`config.mk`:
```
export PLATFORM = sky130hd
export DESIGN_NAME = vga_pattern_gen
export DESIGN_NICKNAME = d
export VERILOG_FILES = /design/src/rtl/vga_pattern_gen.sv
export SDC_FILE = /design/constraint.sdc
export NUM_CORES = 1
export LEC_CHECK = 0
export BUFFER_PORTS_ARGS = -buffer_cell sky130_fd_sc_hd__buf_2
export CORE_MARGIN = 2
export CORE_UTILIZATION = 37
export CTS_BUF_LIST = sky130_fd_sc_hd__clkbuf_2 sky130_fd_sc_hd__clkbuf_4 sky130_fd_sc_hd__clkbuf_8
export DETAILED_ROUTE_END_ITERATION = 8
export HOLD_SLACK_MARGIN = 0.12
export PLACE_DENSITY = 0.7
export SYNTH_ARGS = -nofsm -noshare
export SYNTH_HDL_FRONTEND = slang
export SYNTH_SLANG_ARGS = --single-unit
```
`constraint.sdc`:
```
create_clock -name clock -period 2.4 [get_ports clock]
set_input_delay 0.12 -clock clock [delete_from_list [all_inputs] [get_ports clock]]
set_output_delay 0.12 -clock clock [all_outputs]
set_load 0.02 [all_outputs]
```
`src/rtl/vga_pattern_gen.sv`:
```
// Test-pattern generator: maps pixel coordinates to 4-bit RGB and re-times the syncs to match.
// Latency: 2 cycles from x/y/active_in/hsync_in/vsync_in to r/g/b/hsync_o/vsync_o.
// Backpressure: none; the block consumes one pixel per clock and the sync stage never stalls.
//
// Ports:
//   clock, reset            - pixel clock, synchronous active-high reset
//   x, y, active_in         - pixel coordinate and display enable from the sync stage
//   hsync_in, vsync_in      - syncs from the sync stage (polarity set by SYNC_ACTIVE_LOW)
//   mode_req, mode_load     - requested pattern and its 1-cycle capture strobe
//   r, g, b                 - 4-bit colour channels toward the DAC
//   hsync_o, vsync_o        - syncs delayed to line up with r/g/b
//   mode_cur                - pattern being displayed (changes only on a frame event)
//   frame_cnt               - free-running frame counter, +1 per vsync leading edge
module vga_pattern_gen #(
  parameter int H_VISIBLE       = 640,
  parameter int V_VISIBLE       = 480,
  parameter bit SYNC_ACTIVE_LOW = 1'b1
) (
  input  logic        clock,
  input  logic        reset,
  input  logic [11:0] x,
  input  logic [11:0] y,
  input  logic        active_in,
  input  logic        hsync_in,
  input  logic        vsync_in,
  input  logic [1:0]  mode_req,
  input  logic        mode_load,
  output logic [3:0]  r,
  output logic [3:0]  g,
  output logic [3:0]  b,
  output logic        hsync_o,
  output logic        vsync_o,
  output logic [1:0]  mode_cur,
  output logic [7:0]  frame_cnt
);

  localparam int          BAR_W     = H_VISIBLE / 8;
  localparam logic        SYNC_IDLE = SYNC_ACTIVE_LOW;
  localparam logic [11:0] X_LIM     = 12'(H_VISIBLE);
  localparam logic [11:0] Y_LIM     = 12'(V_VISIBLE);
  localparam logic [11:0] X_LAST    = 12'(H_VISIBLE - 1);
  localparam logic [11:0] Y_LAST    = 12'(V_VISIBLE - 1);

  // ---------------------------------------------------------------------------
  // Frame event: vsync moving from idle to active level.
  // edge_armed suppresses detection on the first cycle after reset, so a vsync
  // that is already active when reset releases is not mistaken for a new frame
  // even though vs_prev itself comes out of reset at the idle level.
  // ---------------------------------------------------------------------------
  logic vs_prev;
  logic edge_armed;
  logic frame_evt;

  assign frame_evt = edge_armed && (vs_prev == SYNC_IDLE) && (vsync_in != SYNC_IDLE);

  always_ff @(posedge clock) begin
    if (reset) begin
      vs_prev    <= SYNC_IDLE;
      edge_armed <= 1'b0;
    end else begin
      vs_prev    <= vsync_in;
      edge_armed <= 1'b1;
    end
  end

  // ---------------------------------------------------------------------------
  // Mode control and frame counter. A load coinciding with the frame event
  // bypasses the pending register so it takes effect on that same edge.
  // ---------------------------------------------------------------------------
  logic [1:0] pending;

  always_ff @(posedge clock) begin
    if (reset) begin
      pending   <= 2'd0;
      mode_cur  <= 2'd0;
      frame_cnt <= 8'd0;
    end else begin
      if (mode_load) begin
        pending <= mode_req;
      end
      if (frame_evt) begin
        mode_cur  <= mode_load ? mode_req : pending;
        frame_cnt <= frame_cnt + 8'd1;
      end
    end
  end

  // ---------------------------------------------------------------------------
  // Stage 1: capture the pixel, syncs and the pattern selection. mode_cur is
  // sampled before its own update, so a pixel in the event cycle keeps the old mode.
  // ---------------------------------------------------------------------------
  logic [11:0] s1_x;
  logic [11:0] s1_y;
  logic        s1_active;
  logic        s1_hs;
  logic        s1_vs;
  logic [1:0]  s1_mode;
  logic [3:0]  s1_fc_hi;

  always_ff @(posedge clock) begin
    if (reset) begin
      s1_x      <= 12'd0;
      s1_y      <= 12'd0;
      s1_active <= 1'b0;
      s1_hs     <= SYNC_IDLE;
      s1_vs     <= SYNC_IDLE;
      s1_mode   <= 2'd0;
      s1_fc_hi  <= 4'd0;
    end else begin
      s1_x      <= x;
      s1_y      <= y;
      s1_active <= active_in;
      s1_hs     <= hsync_in;
      s1_vs     <= vsync_in;
      s1_mode   <= mode_cur;
      s1_fc_hi  <= frame_cnt[7:4];
    end
  end

  // ---------------------------------------------------------------------------
  // Pattern generation from stage-1 values.
  // ---------------------------------------------------------------------------
  logic [2:0] bar_idx;
  logic       s1_visible;
  logic       s1_border;
  logic [3:0] pix_r;
  logic [3:0] pix_g;
  logic [3:0] pix_b;

  // Threshold compare instead of a divider; saturates at bar 7 for x beyond the last bar.
  always_comb begin
    bar_idx = 3'd0;
    for (int k = 1; k < 8; k++) begin
      if (s1_x >= 12'(k * BAR_W)) begin
        bar_idx = 3'(k);
      end
    end
  end

  assign s1_visible = s1_active && (s1_x < X_LIM) && (s1_y < Y_LIM);
  assign s1_border  = (s1_x == 12'd0) || (s1_x == X_LAST) ||
                      (s1_y == 12'd0) || (s1_y == Y_LAST);

  always_comb begin
    pix_r = 4'h0;
    pix_g = 4'h0;
    pix_b = 4'h0;
    case (s1_mode)
      2'd0: begin
        // Inverted index bits give white, yellow, cyan, green, magenta, red, blue, black.
        pix_r = {4{~bar_idx[1]}};
        pix_g = {4{~bar_idx[2]}};
        pix_b = {4{~bar_idx[0]}};
      end
      2'd1: begin
        if (s1_x[5] ^ s1_y[5]) begin
          pix_r = 4'hF;
          pix_g = 4'hF;
          pix_b = 4'hF;
        end
      end
      2'd2: begin
        pix_r = s1_x[7:4];
        pix_g = s1_y[7:4];
        pix_b = s1_fc_hi;
      end
      2'd3: begin
        if (s1_border) begin
          pix_r = 4'hF;
          pix_g = 4'hF;
          pix_b = 4'hF;
        end
      end
      default: begin
        pix_r = 4'h0;
        pix_g = 4'h0;
        pix_b = 4'h0;
      end
    endcase
    if (!s1_visible) begin
      pix_r = 4'h0;
      pix_g = 4'h0;
      pix_b = 4'h0;
    end
  end

  // ---------------------------------------------------------------------------
  // Stage 2: registered outputs.
  // ---------------------------------------------------------------------------
  always_ff @(posedge clock) begin
    if (reset) begin
      r       <= 4'h0;
      g       <= 4'h0;
      b       <= 4'h0;
      hsync_o <= SYNC_IDLE;
      vsync_o <= SYNC_IDLE;
    end else begin
      r       <= pix_r;
      g       <= pix_g;
      b       <= pix_b;
      hsync_o <= s1_hs;
      vsync_o <= s1_vs;
    end
  end

endmodule

```
-- After elaboration in Yosys (flattened, before gate mapping)
Cells that the tools add are included.
- $add $sub $neg: 1
- $mul: 0
- divide/modulo/power cells: 0
- order comparisons: 9
- eq/ne operators: 5
- shift operators: 0
- mux-type cells: 14
- bitwise operators: 6
- reduce and logical (&&, ||, !) cells: 11
- operators with widths (kind ; count):
    one-hot mux 4 bit (4 select lines) ; 3
    >= comparator 12 x 9 -> 1 bit (second input constant) ; 3
    >= comparator 12 x 8 -> 1 bit (second input constant) ; 2
    zero test 12 bit ; 2
    2-to-1 mux 3 bit ; 6
    == test 12 x 10 -> 1 bit (second input constant) ; 1
    == test 12 x 9 -> 1 bit (second input constant) ; 1
    >= comparator 12 x 10 -> 1 bit (second input constant) ; 1
    >= comparator 12 x 7 -> 1 bit (second input constant) ; 1
    less-than comparator 12 x 10 -> 1 bit (second input constant) ; 1
    less-than comparator 12 x 9 -> 1 bit (second input constant) ; 1
    adder 8 x 1 -> 8 bit (second input constant) ; 1
    2-to-1 mux 4 bit ; 2
    NOT 1 bit ; 5
    == test 2 bit (second input constant) ; 2
    logical AND 1 bit ; 4
    logical OR 1 bit ; 3
    == test 2 x 1 -> 1 bit (second input constant) ; 1
    zero test 2 bit ; 1
    2-to-1 mux 1 bit ; 2
    2-to-1 mux 2 bit ; 1
    OR reduction 2 bit ; 1
    XOR 1 bit ; 1
- bits in registers: 60
- latch bits: 0
- RAM bits: 0
- bits in read-only memories: 0
- bits of input ports: 32
- logic and storage cells: 62
- memories kept: 0

-- Logic depth before layout (Yosys ltp)
- depth in word-level cells: 10
- depth in mapped cells: 6
- depth with buffers taken out: 5

-- Worst setup path after synthesis
OpenSTA, ideal clock, no wires.
- kind: reg-to-reg
- start point: register s1_y[9]
- end point: register g[1]
- arrival: 1650 ps
- data required time: 2330 ps
- path slack: 679 ps
- stages on the path, launching flop included: 6
- buffers on the path: 0
- clock period less this slack: 1721 ps
- cell sequence: dfxtp_1 > or3_1 > or4_1 > a41oi_2 > a311oi_1 > a21oi_1
- longest elaborated chain between the ends: 5
- elaborated cells on any way between the ends: 10
- classes of those cells: order compare (1); eq/ne (1); mux (2); bitwise (1); reduce/logical (5)
- ends and longest elaborated chain (element ; line ; source):
    from (decl) ; 93 ; logic [11:0] s1_y;
    from (signal assigned) ; 111 ; s1_y <= y;
    branches (longest 5 deep; another with less-than comparator 12 x 9 -> 1 bit) ; - ;
    to (signal assigned) ; 199 ; g <= pix_g;
    to (decl) ; 29 ; output logic [3:0] g,
Parallel ways; which one is timed is not known.
A chain may end at the register's enable or synchronous reset.

-- Worst setup path in the final report
- start point: register s1_y[9]
- end point: register g[0]
The elaborated chain is that of the path after synthesis.

==> flow_summary_export.csv <==
group,metric,value,unit
status,run_status,"completed",
finish,stdcell_area,2890,um2
sta,rsz0062_at_grt,"false",
finish,final_common_cell,"dfxtp_1",
critical_path,cp-start-kind,"flip-flop",
logic_synthesis,synthDistinctLibCells,35,
floorplanning,start_util,38.2,%
global_route,grt_usage,15.1,%
logic_synthesis,synth_xor_area_share,3.36,%
place,dp_hpwl,2.80,mm
finish,area_delta_synth_final,38.3,%
clock_network,cts_max_path_buffers,2,
finish,multi_input_area,835,um2
route,antenna_left,0,
critical_path,cp_max_fo,4,
route,via_per_inst,4.51,
logic_synthesis,syn_inst,211,
route,wl_per_cell,11.5,um
worst_hold_path,hp-class,"input pin to flip-flop",
critical_path,slowest_delay,0.54,ns
route,drt_iter0_drc,70,
route,drc,0,
critical_path,end_kind,"flip-flop",
critical_path,cp_num_buf_inv,0,
power_and_ir_drop,peakVddDrop,418,uV
floorplanning,design.die.area,6260,um2
logic_synthesis,ys_warn_count,0,
finish,fin_cells,374,
place,dpl_cell_area,2420,um2
logic_synthesis,synthMuxAreaShare,1.44,%
sta,tightest_slew,0.922,ns
finish,num-fill-cells,528,
critical_path,critical_path_arrival,2.11,ns
floorplanning,chipHeight,79.1,um
place,routabilityCongestion,0.863,
sta,clock_skew,0.00885,ns
critical_path,worstPathRequired,2.64,ns
logic_synthesis,synth_fa_ha_area_share,1.56,%
sta,timing.slew.headroom,38.5,%
power_and_ir_drop,p_per_area,667,nW/um2
clock_network,cts_root_buffer,"clkbuf_8",
floorplanning,ioPinCount,56,
job,cap_violations,0,
floorplanning,rows,27,
sta,period_minus_slack,1.87,ns
global_route,antenna_found_initial,0,
floorplanning,die_w,79.1,um
route,wl,4.30,mm
clock_network,clock_latency,0.32,ns
logic_synthesis,synth_top_family_by_area,"simple AND/OR/NAND/NOR gates",
logic_synthesis,syn_area_per_cell,9.90,um2
finish,fin_nets,333,
power_and_ir_drop,p_leak,1.21,nW
global_route,grt_max_degree,48,
critical_path,criticalPathCategory,"flip-flop to flip-flop",
logic_synthesis,async_reset_ff_share,0,%
clock_network,path_clk_slew,0.06,ns
finish,ff_latch_area,1200,um2
global_route,grt_first_pass_wirelength,7.22,mm
logic_synthesis,synth-edff-count,0,
finish,drive_above_1_share,24.5,%
sta,period_share,77.8,%
logic_synthesis,synthesis.area,2090,um2
clock_network,numCtsBuffers,9,
power_and_ir_drop,total_power,1.93,mW
global_route,grt_pass1_vias,1637,
clock_network,cts_tree,"yes",
clock_network,cts_resized,0,
finish,final_cell_mix,"dfxtp_1, buf_2, nor2b_1, dlygate4sd3_1, nor2_1",
logic_synthesis,ys_seq_area_share,57.5,%
clock_network,cts_hold_buf,32,
sta,hold_viol_final,0,
sta,slew_violations,0,
route,firstDrtPassIters,5,
critical_path,critPathSlowestCell,"or4_1",
logic_synthesis,synth_compound_area_share,7.79,%
logic_synthesis,syn_nets,244,
logic_synthesis,synth_flop_cell,"dfxtp_1",
place,dp_cells,329,
critical_path,critical_path.top_delay_family,"simple AND/OR/NAND/NOR gates",
finish,utilization,52.8,%
sta,fmax,0.536,GHz
clock_network,post_cts_buffers,0,
finish,diodes,0,
place,port-buffer-count,55,
sta,finalSetupTns,0,ns
route,num_vias,1686,
global_route,grt_overflow,0,
critical_path,cp_cell_sequence,"or3_1, or4_1, a41oi_2, a311oi_1, a21oi_1",
logic_synthesis,yosys.area_share.simple,25.8,%
clock_network,cts.sinks,60,
sta,setup_viol,0,
clock_network,h-tree-depth,3,
logic_synthesis,ys_ff_latch,60,
floorplanning,core_area,5470,um2
-- sequential cells by signal, indices dropped and copies added (netlist names) --
signal      count
b               4
edge_armed      1
frame_cnt       8
g               4
hsync_o         1
mode_cur        2
pending         2
r               4
s1_active       1
s1_fc_hi        4
s1_hs           1
s1_mode         2
s1_vs           1
s1_x           12
s1_y           12
vsync_o         1
-- worst paths after layout --
path / from / endpoint / slack (ns) / cells past startpoint
max: s1_y[9]$_SDFF_PP0_ / g[0]$_SDFF_PP0_ / 0.53 / 5
min: mode_load / mode_cur[0]$_SDFFE_PP0P_ / 0.22 / 3
max reg2reg: s1_y[9]$_SDFF_PP0_ / g[0]$_SDFF_PP0_ / 0.53 / 5
min reg2reg: s1_hs$_SDFF_PP1_ / hsync_o$_SDFF_PP1_ / 0.41 / 1
-- metal layers --
metal / GRT usage [%] / up-vias / part of all wire, %
met4: 6.21 / 0 / 0.93
met5: 0 / - / 0
met1: 17.6 / 739 / 45
li1: - / 895 / -
met3: 5.45 / 6 / 5.7
met2: 25.0 / 46 / 48
-- kinds of logic after synthesis --
group | Yosys count
adders and majority gates | 3
AOI/OAI and AO/OA | 25
muxes | 3
xor gates and xnor gates | 8
buffers and inverters | 14
and+or+nand+nor | 98
DFF | 60
-- synthesized netlist by cell type (2+ instances only) --
cell      number  area [um2]
nor2b_1       32         200
mux2i_1        3        30.0
nor2_1        17        63.8
a21oi_1       11        55.1
dfxtp_1       60        1200
xor2_1         5        43.8
clkbuf_1       9        33.8
nand4_1        6        37.5
nand3_1        3        15.0
and3_1         2        12.5
maj3_1         2        20.0
nor3_1         6        30.0
nand2_1       16        60.1
o21ai_0        2        10.0
a211oi_1       2        15.0
a31oi_1        5        31.3
xnor2_1        3        26.3
or2_2          4        25.0
nor4_1         2        12.5
and4_1         3        26.3
inv_1          4        15.0
-- final cells by class --
class,count,area share (%)
Multi-Input combinational cell,137,28.9
Clock inverter,4,0.693
Inverter,4,0.520
Clock buffer,9,4.29
Tap cell,72,3.12
Sequential cell,60,41.6
Timing Repair Buffer,88,20.9
-- where the power goes --
part | internal [mW] | leakage, nW | switching (mW)
Clock | 0.349 | 0.0803 | 0.348
Combinational | 0.0969 | 0.639 | 0.0748
Sequential | 1.03 | 0.493 | 0.0260
-- worst reg2reg max path, stage by stage (launching register included) --
cell and delay (ns):
dfxtp_1 0.30, or3_1 0.35, or4_1 0.54, a41oi_2 0.27
a311oi_1 0.13, a21oi_1 0.20
-- per-stage QoR --
step | hold slack [ns] | setup slack (ns)
5_1_grt | 0.240 | 0.407
2_1_floorplan | 0.188 | 0.679
3_3_place_gp | 0.305 | 0.590
3_5_place_dp | 0.308 | 0.556
4_1_cts | 0.197 | 0.537
6_report | 0.222 | 0.534
(Power assumes the default switching activity.)
